--- src/rtl/video_mode_sequencer.sv ---
// Video mode-change sequencer: frame-aligned blank, PLL reconfigure, lock/settle, unblank.
// Optional MODE_SEQ_LOCK_RECOVERY_EN: re-run the PLL sequence on sustained lock loss in IDLE.
module video_mode_sequencer #(
  parameter int unsigned MODE_BITS     = 3,
  parameter int unsigned NUM_MODES     = 5,
  parameter int unsigned DEFAULT_MODE  = 0,
  parameter int unsigned SETTLE_FRAMES = 2,
  parameter int unsigned LOCK_STABLE   = 16,
  parameter int unsigned LOCK_TIMEOUT  = 1048576,
  parameter int unsigned FRAME_TIMEOUT = 2097152
) (
  input  logic                 i_clk,
  input  logic                 i_rst,
  input  logic                 i_mode_req,
  input  logic [MODE_BITS-1:0] i_mode_sel,
  output logic                 o_mode_busy,
  output logic                 o_mode_ack,
  output logic                 o_mode_err,
  output logic [MODE_BITS-1:0] o_active_mode,
  input  logic                 i_vsync,
  input  logic                 i_vsync_pol,
  output logic                 o_pll_cfg_start,
  output logic [MODE_BITS-1:0] o_pll_cfg_mode,
  input  logic                 i_pll_cfg_busy,
  input  logic                 i_pll_locked,
  output logic                 o_video_reset,
  output logic                 o_blank
);

  typedef enum logic [3:0] {
    StInit, StIdle, StWaitFrame, StBlank, StPllStart,
    StPllWait, StLockWait, StSettle, StDone, StError
  } state_e;

  localparam logic [MODE_BITS-1:0] DefMode    = MODE_BITS'(DEFAULT_MODE);
  localparam logic [20:0]          FrameLim   = 21'(FRAME_TIMEOUT - 1);
  localparam logic [20:0]          LockLim    = 21'(LOCK_TIMEOUT - 1);
  localparam logic [15:0]          StableLast = 16'(LOCK_STABLE - 1);
  localparam logic [15:0]          SettleLast = 16'(SETTLE_FRAMES - 1);

  state_e               r_state, w_state_d;
  logic [MODE_BITS-1:0] r_target, w_target_d;
  logic [15:0]          r_aux, w_aux_d;
  logic [20:0]          r_cnt, w_cnt_d;
  logic                 w_cnt_clr;
  logic                 r_quiet, w_quiet_d;
  logic [1:0]           r_vs_sync, r_lk_sync;
  logic                 r_vs_last;
  logic                 w_vs_edge, w_locked;
  logic                 r_busy, r_ack, r_err, r_blank, r_vreset, r_start;
  logic [MODE_BITS-1:0] r_active, r_cfg_mode;
  logic                 w_busy_d, w_ack_d, w_err_d, w_blank_d, w_vreset_d, w_start_d;
  logic [MODE_BITS-1:0] w_active_d, w_cfg_mode_d;
`ifdef MODE_SEQ_LOCK_RECOVERY_EN
  logic [1:0]           r_lost;
`endif

  assign w_locked  = r_lk_sync[1];
  assign w_vs_edge = (r_vs_sync[1] == i_vsync_pol) && (r_vs_last != i_vsync_pol);
  assign w_cnt_d   = w_cnt_clr ? '0 : ((r_cnt == '1) ? r_cnt : r_cnt + 21'd1);

  always_comb begin
    w_state_d    = r_state;
    w_target_d   = r_target;
    w_aux_d      = r_aux;
    w_cnt_clr    = 1'b0;
    w_quiet_d    = r_quiet;
    w_busy_d     = r_busy;
    w_ack_d      = 1'b0;
    w_err_d      = r_err;
    w_active_d   = r_active;
    w_blank_d    = r_blank;
    w_vreset_d   = r_vreset;
    w_start_d    = 1'b0;
    w_cfg_mode_d = r_cfg_mode;
    unique case (r_state)
      StInit: begin
        w_target_d = DefMode;
        w_quiet_d  = 1'b1;
        w_state_d  = StPllStart;
      end
      StIdle: begin
        if (i_mode_req) begin
          if (32'(i_mode_sel) >= NUM_MODES) begin
            w_err_d = 1'b1;
          end else if (i_mode_sel == r_active && !r_err) begin
            w_ack_d = 1'b1;
          end else begin
            w_target_d = i_mode_sel;
            w_err_d    = 1'b0;
            w_busy_d   = 1'b1;
            w_quiet_d  = 1'b0;
            w_state_d  = StWaitFrame;
          end
        end
`ifdef MODE_SEQ_LOCK_RECOVERY_EN
        else if (!w_locked && r_lost == 2'd3) begin
          w_blank_d  = 1'b1;
          w_vreset_d = 1'b1;
          w_busy_d   = 1'b1;
          w_target_d = r_active;
          w_quiet_d  = 1'b1;
          w_state_d  = StPllStart;
        end
`endif
      end
      StWaitFrame: begin
        if (w_vs_edge || r_cnt >= FrameLim) begin
          w_blank_d = 1'b1;
          w_state_d = StBlank;
        end
      end
      StBlank: begin
        // Four blanked cycles before the generator is put into reset
        if (r_aux == 16'd3) begin
          w_vreset_d = 1'b1;
          w_state_d  = StPllStart;
        end else begin
          w_aux_d = r_aux + 16'd1;
        end
      end
      StPllStart: begin
        if (!i_pll_cfg_busy) begin
          w_start_d    = 1'b1;
          w_cfg_mode_d = r_target;
          w_state_d    = StPllWait;
        end
      end
      StPllWait: begin
        if (r_aux < 16'd2) w_aux_d = r_aux + 16'd1;
        else if (!i_pll_cfg_busy) w_state_d = StLockWait;
      end
      StLockWait: begin
        if (w_locked && r_aux == StableLast) begin
          w_vreset_d = 1'b0;
          w_state_d  = StSettle;
        end else if (r_cnt >= LockLim) begin
          w_state_d = StError;
        end else begin
          w_aux_d = w_locked ? r_aux + 16'd1 : '0;
        end
      end
      StSettle: begin
        if (!w_locked) begin
          w_vreset_d = 1'b1;
          w_state_d  = StLockWait;
        end else if (w_vs_edge) begin
          w_cnt_clr = 1'b1;
          if (r_aux == SettleLast) w_state_d = StDone;
          else w_aux_d = r_aux + 16'd1;
        end else if (r_cnt >= FrameLim) begin
          w_state_d = StError;
        end
      end
      StDone: begin
        w_ack_d    = !r_quiet;
        w_busy_d   = 1'b0;
        w_blank_d  = 1'b0;
        w_active_d = r_target;
        w_state_d  = StIdle;
      end
      StError: begin
        w_err_d    = 1'b1;
        w_active_d = r_target;
        w_blank_d  = 1'b1;
        w_vreset_d = 1'b1;
        w_busy_d   = 1'b0;
        w_state_d  = StIdle;
      end
      default: w_state_d = StInit;
    endcase
    if (w_state_d != r_state) begin
      w_aux_d   = '0;
      w_cnt_clr = 1'b1;
    end
  end

  always_ff @(posedge i_clk or posedge i_rst) begin
    if (i_rst) begin
      r_state    <= StInit;
      r_target   <= DefMode;
      r_aux      <= '0;
      r_cnt      <= '0;
      r_quiet    <= 1'b1;
      r_vs_sync  <= '0;
      r_vs_last  <= 1'b0;
      r_lk_sync  <= '0;
      r_busy     <= 1'b1;
      r_ack      <= 1'b0;
      r_err      <= 1'b0;
      r_active   <= DefMode;
      r_blank    <= 1'b1;
      r_vreset   <= 1'b1;
      r_start    <= 1'b0;
      r_cfg_mode <= DefMode;
`ifdef MODE_SEQ_LOCK_RECOVERY_EN
      r_lost     <= '0;
`endif
    end else begin
      r_state    <= w_state_d;
      r_target   <= w_target_d;
      r_aux      <= w_aux_d;
      r_cnt      <= w_cnt_d;
      r_quiet    <= w_quiet_d;
      r_vs_sync  <= {r_vs_sync[0], i_vsync};
      r_vs_last  <= r_vs_sync[1];
      r_lk_sync  <= {r_lk_sync[0], i_pll_locked};
      r_busy     <= w_busy_d;
      r_ack      <= w_ack_d;
      r_err      <= w_err_d;
      r_active   <= w_active_d;
      r_blank    <= w_blank_d;
      r_vreset   <= w_vreset_d;
      r_start    <= w_start_d;
      r_cfg_mode <= w_cfg_mode_d;
`ifdef MODE_SEQ_LOCK_RECOVERY_EN
      if (r_state == StIdle && !w_locked) r_lost <= (r_lost == 2'd3) ? r_lost : r_lost + 2'd1;
      else r_lost <= '0;
`endif
    end
  end

  assign o_mode_busy     = r_busy;
  assign o_mode_ack      = r_ack;
  assign o_mode_err      = r_err;
  assign o_active_mode   = r_active;
  assign o_blank         = r_blank;
  assign o_video_reset   = r_vreset;
  assign o_pll_cfg_start = r_start;
  assign o_pll_cfg_mode  = r_cfg_mode;

endmodule

--- config.mk ---
export PLATFORM = sky130hd
export DESIGN_NAME = video_mode_sequencer
export DESIGN_NICKNAME = d
export VERILOG_FILES = /design/src/rtl/video_mode_sequencer.sv
export SDC_FILE = /design/constraint.sdc
export NUM_CORES = 1
export LEC_CHECK = 0
export CORE_MARGIN = 5
export CORE_UTILIZATION = 36
export CTS_CLUSTER_SIZE = 14
export DETAILED_ROUTE_END_ITERATION = 6
export MAX_ROUTING_LAYER = met4
export PLACE_DENSITY = 0.54
export SKIP_CTS_REPAIR_TIMING = 1
export SLEW_MARGIN = 20
export SYNTH_ARGS = -nofsm -noshare
export SYNTH_HDL_FRONTEND = slang
export SYNTH_SLANG_ARGS = --single-unit
--- constraint.sdc ---
create_clock -name i_clk -period 2.18 [get_ports i_clk]
set_clock_uncertainty 0.05 [all_clocks]
set_input_delay 0.218 -clock i_clk [delete_from_list [all_inputs] [get_ports i_clk]]
set_output_delay 0.218 -clock i_clk [all_outputs]
set_load 0.05 [all_outputs]
==> flow_metrics.py, run 1 <==
metrics = {
    "route": {
        "first_pass_iters": 4,
        "num_vias": 3302,
        "detail-route-antenna-nets": 0,
        "drt_first_iter_violations": 205,
        "routedWlPerCell_um": 16.1,
        "wl_um": 10100,
        "drc": 0,
        "viasPerCell": 5.25,
    },
    "grt": {
        "grt_use_total_pct": 16.5,
        "overflow": 0,
        "grt_pass1_vias": 3341,
        "grt_pass1_wl_um": 16300,
        "antenna_found_initial": 0,
        "grt_max_degree": 63,
    },
    "yosys": {
        "synth.net_count": 375,
        "synth_cells": 362,
        "synth.avg_cell_area_um2": 10.2,
        "synth_cell_types": 60,
        "synth_edf_count": 0,
        "yosys_warnings": 0,
        "synth_ff_type": "dfrtp_1",
        "synth_seq_cells": 62,
        "synth_seq_area_share_pct": 42.3,
        "synth_area_mm2": 0.00368,
        "synthArstFlopShare_pct": 100,
    },
    "power": {
        "power.density_mw_per_mm2": 1050,
        "fin_total_pwr_mw": 5.88,
        "p_leak_nw": 2.26,
        "ir_drop_uv": 722,
    },
    "job": {
        "maxCapViolations": 0,
    },
    "setup_path": {
        "crit_path_end_kind": "flop",
        "crit_arrival_ns": 2.63,
        "rr_worst_depth": 10,
        "crit_path_start": "r_cnt[0]",
        "required_ns": 2.37,
        "crit_type": "reg -> reg",
        "crit_fanout": 5,
        "cp-start-kind": "flop",
        "r2r_start": "r_cnt[0]",
    },
    "timing": {
        "grt_setup_unrepaired": "true",
        "setup_slack_ns": -0.262,
        "tns_ns": -8.03,
        "slew_violations": 0,
        "maxSlewHeadroom_pct": 65.8,
        "whs_ns": 0.215,
        "hold_viol": 0,
        "fmax_ghz": 0.409,
        "finalSetupViolations": 37,
        "period_needed_ns": 2.44,
        "fin_crit_sh_pct": 112,
        "tightest_slew_ns": 0.511,
    },
    "worst_hold_path": {
        "hold_path.class": "in -> async",
    },
    "clock_tree": {
        "cts.sinks": 62,
        "clock_latency_ns": 0.34,
        "cts_inserted_buffers": 9,
        "clk_pin_slew_ns": 0.07,
        "cts_tree": "built",
        "clockRootBuffer": "clkbuf_8",
        "h-tree-depth": 3,
        "clock_path_buffers": 2,
    },
    "floorplanning": {
        "die_width_um": 111,
        "io_pins": 22,
        "initial_utilization_pct": 37.3,
        "core.rowCount": 36,
        "core_area_mm2": 0.00986,
        "dieArea_mm2": 0.0123,
        "die_h_um": 111,
    },
    "place": {
        "hpwl_um": 6880,
        "gp_congestion": 0.832,
        "io_buffer_count": 21,
        "dp_slack_ns": -0.410,
    },
    "layout": {
        "final_util_pct": 56.5,
        "syn2layout_area_growth_pct": 51.7,
        "n_antenna_cell": 0,
        "nNetsFinal": 504,
        "drive_gt1_share_pct": 45.2,
        "final_common_cell": "buf_4",
        "layout_common_cells": "102 x buf_4, 58 x dfrtp_1, 27 x nand2_1",
    },
    "status": {
        "outcome": "complete, but fails checks",
        "violations": "setup timing",
    },
}
-- final timing paths --
kind | end | slack, ns
setup reg to reg | r_cnt[13] | -0.26
hold / removal | r_cnt[13] | 0.22
hold reg to reg | r_lk_sync[1] | 0.30
min in group i_clk | r_lk_sync[0] | 0.28
setup / recovery | r_cnt[13] | -0.26
max in group asynchronous | r_quiet | 1.55
-- final cells by class --
type | count | area, µm²
Sequential cell | 62 | 1560
Multi-Input combinational cell | 268 | 2330
Inverter | 11 | 41.3
Clock buffer | 12 | 145
Clock inverter | 4 | 70.1
Timing Repair Buffer | 139 | 1260
Tap cell | 133 | 166
Fill cell | 850 | 4290
-- cell families (layout without fill, tap and decap cells) --
kind of cell | Yosys count | count (layout) | synth area share, %
simple gates | 173 | 173 | 30.6
compound gates | 51 | 51 | 11.4
flops | 62 | 62 | 42.3
xor+xnor | 34 | 34 | 8.10
buf+inv | 32 | 166 | 4.46
fa+ha+maj | 3 | 3 | 1.02
mux | 7 | 7 | 2.11
-- where the power goes --
part | switching, mW | total, mW | internal [mW]
clock | 0.457 | 1.13 | 0.672
sequential | 0.134 | 1.44 | 1.31
combinational | 1.78 | 3.31 | 1.53
total | 2.37 | 5.88 | 3.51
-- metal layers --
layer / vias to the layer above / global-route usage (%) / part of all wire [%]
li1: 1591 / - / -
met1: 1661 / 20.8 / 46
met2: 37 / 26.5 / 51
met3: 13 / 3.55 / 2.3
met4: 0 / 5.27 / 1.3
met5: - / - / 0
-- synthesized netlist by cell type (2+ instances only) --
cell type / count / area share [%]
nand3b_1: 3 / 0.61
dfrtp_1: 58 / 39
nand4_1: 18 / 3.1
nand4b_1: 4 / 0.95
or2_2: 3 / 0.51
buf_2: 8 / 1.1
a31oi_1: 5 / 0.85
buf_6: 4 / 1.2
inv_1: 11 / 1.1
and3_1: 10 / 1.7
a2111oi_2: 2 / 0.82
mux2_2: 6 / 1.8
dfstp_2: 4 / 2.9
nand3_1: 13 / 1.8
xnor2_1: 17 / 4.0
o22ai_1: 2 / 0.34
clkbuf_1: 8 / 0.82
xor2_1: 17 / 4.0
ha_1: 3 / 1.0
or3_1: 2 / 0.34
nor2_1: 25 / 2.6
nor2b_1: 4 / 0.68
and2_1: 2 / 0.34
nand2b_1: 4 / 0.68
and4_1: 9 / 2.1
a21oi_1: 6 / 0.82
nand2_1: 28 / 2.9
o21ai_0: 13 / 1.8
nor3_1: 18 / 2.4
o2111ai_1: 3 / 0.71
nor4_2: 22 / 7.5
o32ai_1: 2 / 0.48
-- flip-flops by register name, indices dropped and copies added, names as in the netlist, 2 cells and up --
name            cells
r_cnt              21
r_aux              16
r_state             4
o_active_mode       3
o_pll_cfg_mode      3
r_target            3
r_lk_sync           2
r_vs_sync           2
-- through the flow --
stage,std cells,instance area [µm²]
finish,629,5580
global route,629,5580
CTS,619,5210
detailed placement,603,4990
global placement,603,4990
floorplan,362,3890
-- critical path, cell delays in order, from the launching register on --
cell	delay (ns)
dfrtp_1	0.35
ha_2	0.20
a21oi_1	0.07
or4_4	0.47
o21bai_4	0.19
nor2_2	0.07
nor3_4	0.23
a31oi_4	0.12
buf_12	0.16
buf_6	0.14
nor4_4	0.29
Power figures use the tool's default switching activity.
==> inputs of run 2 (changes only) <==
- PLACE_DENSITY: 0.54 -> 0.65
==> run 2 against run 1 <==
  * The run still ends with setup timing left
  * First-iteration DRC count is 52% lower
  * Fmax is 1.0% lower
  * Final cell count is 0.48% lower
  * Largest power group unchanged
  * Sequential power hardly changed
  * Via count is 0.73% lower
  * Non-clock buffer count is 3 lower
  * Worst setup slack worse by 0.026 ns
==> flow_metrics.py, run 2 (same netlist as run 1, synthesis figures left out) <==
metrics = {
    "status": {
        "outcome": "complete, but fails checks",
        "violations": "setup timing",
    },
    "setup_path": {
        "required_ns": 2.35,
        "worst-path-buf-inv": 4,
        "crit_arrival_ns": 2.63,
        "crit_family": "simple AND/OR/NAND/NOR gates",
        "crit_type": "reg -> reg",
        "crit_path_max_incr_delay_ns": 0.56,
        "cp_slowest_cell": "or4_4",
        "cp-start-kind": "flop",
        "crit_fanout": 13,
        "crit_top_cell": "buf_4",
        "path_cells": "nand3_2, buf_4, or4_4, o21ai_4, buf_4, a22o_1, nor2_1, a31oi_4, buf_12, buf_4, nor3_4",
        "crit_path_end_kind": "flop",
    },
    "route": {
        "viasPerCell": 5.24,
        "first_pass_iters": 6,
        "dr_wl_met2_um": 4690,
        "drt_first_iter_violations": 98,
        "drc": 0,
        "highest_layer": "met4",
        "wl_met3_um": 417,
        "routedWlPerCell_um": 15.2,
        "num_vias": 3278,
        "wl_um": 9520,
        "wl_met1_um": 4320,
        "detail-route-antenna-nets": 0,
    },
    "power": {
        "share_seq_of_total_power_pct": 26.7,
        "ir_drop_uv": 539,
        "power.density_mw_per_mm2": 991,
        "power_switching_mw": 2.26,
        "intPower_mw": 3.06,
        "clkPwrFrac_pct": 16.7,
        "combPwrFrac_pct": 56.6,
        "switching_share_pct": 42.4,
        "p_leak_nw": 2.20,
    },
    "place": {
        "dp_cells": 598,
        "dp_slack_ns": -0.344,
        "gp_congestion": 0.870,
        "io_buffer_count": 21,
        "hpwl_um": 7040,
    },
    "floorplanning": {
        "die_h_um": 111,
        "core_area_mm2": 0.00986,
        "dieArea_mm2": 0.0123,
        "core.rowCount": 36,
        "die_width_um": 111,
        "initial_utilization_pct": 37.3,
        "io_pins": 22,
    },
    "timing": {
        "fin_crit_sh_pct": 113,
        "grt_setup_unrepaired": "true",
        "hold_viol": 0,
        "finalSetupViolations": 38,
        "setup_slack_ns": -0.288,
        "slew_violations": 0,
        "whs_ns": 0.164,
        "fmax_ghz": 0.405,
        "period_needed_ns": 2.47,
        "maxSlewHeadroom_pct": 65.4,
        "tightest_slew_ns": 0.517,
    },
    "layout": {
        "regMostFlops": "r_cnt",
        "final_common_cell": "buf_4",
        "drive_gt1_share_pct": 44.2,
        "layout_common_cells": "105 x buf_4, 58 x dfrtp_1, 28 x nand2_1",
        "n_antenna_cell": 0,
        "instances_no_fill": 626,
        "final_util_pct": 54.4,
        "nNetsFinal": 501,
        "largest_reg_flops": 21,
        "top_regs": "r_cnt (21), r_aux (16), r_state (4)",
        "syn2layout_area_growth_pct": 45.9,
        "nFillCells": 854,
    },
    "clock_tree": {
        "clock_path_buffers": 2,
        "clock_latency_ns": 0.35,
        "clk_pin_slew_ns": 0.08,
        "cts_inserted_buffers": 9,
        "cts.sinks": 62,
        "cts_tree": "built",
        "h-tree-depth": 3,
        "clockRootBuffer": "clkbuf_8",
    },
    "grt": {
        "antenna_found_initial": 0,
        "grt_pass1_vias": 3377,
        "overflow": 0,
        "grt_max_degree": 29,
        "grt_use_total_pct": 16.4,
        "grt_pass1_wl_um": 16300,
    },
    "job": {
        "maxCapViolations": 0,
    },
    "worst_hold_path": {
        "hold_path.class": "in -> async",
    },
}
==> run 2: cell types whose count changed in the layout (fill, tap and decap cells not counted), moves of 2 or more <==
cell,before,now
buf_6,5,2
buf_4,102,105
nor4_4,13,7
bufinv_16,2,0
clkinvlp_4,0,2
nor4_2,11,17
clkbuf_16,2,0
==> run 2: stage by stage <==
step           power, mW  setup TNS, ns  cell area (µm²)
3_3_place_gp        4.02         -10.62             4980
5_1_grt             5.63         -12.98             5370
3_5_place_dp        4.07         -10.81             4980
4_1_cts             4.98         -10.88             5140
6_report            5.32          -9.14             5370
2_1_floorplan       3.16          -5.05             3890
==> run 2: per-layer routing <==
layer | up-vias | track usage, %
met5 | - | -
met4 | 0 | 4.14
met3 | 8 | 4.48
met2 | 66 | 25.4
met1 | 1624 | 21.5
li1 | 1580 | -
==> run 2: worst paths after layout <==
| check | from | end | slack [ns] | cells after the start |
|---|---|---|---|---|
| min in group i_clk | i_pll_locked | r_lk_sync[0] | 0.27 | 1 |
| hold / removal | i_rst | r_cnt[16] | 0.16 | 2 |
| setup reg to reg | r_cnt[4] | r_aux[13] | -0.29 | 11 |
| setup / recovery | r_cnt[4] | r_aux[13] | -0.29 | 11 |
| max in group asynchronous | i_rst | o_video_reset | 1.26 | 3 |
| hold reg to reg | r_vs_sync[0] | r_vs_sync[1] | 0.31 | 0 |
==> run 2: worst reg2reg max path, delay by kind of cell (launching register included) <==
kind | cells | cell delay (ns)
AOI/OAI and AO/OA | 3 | 0.54
buffers and inverters | 4 | 0.60
DFF | 1 | 0.37
and+or+nand+nor | 4 | 0.76
==> run 2: cell type report <==
type	count	area [µm²]	share of cell area, %
sequential	62	1560	29.0
clock inverter	6	38.8	0.723
tap	133	166	3.10
clock buffer	10	128	2.38
timing repair buffer	136	1180	22.0
inverter	11	41.3	0.769
multi-input combinational	268	2250	42.0
==> run 2: power by group through the flow <==
| stage | combinational (mW) | sequential, mW | clock, mW |
|---|---|---|---|
| 2_1_floorplan | 1.58 | 1.57 | 0 |
| 3_3_place_gp | 2.59 | 1.44 | 0 |
| 3_5_place_dp | 2.63 | 1.44 | 0 |
| 4_1_cts | 2.65 | 1.42 | 0.915 |
| 5_1_grt | 3.21 | 1.44 | 0.984 |
| 6_report | 3.01 | 1.42 | 0.890 |
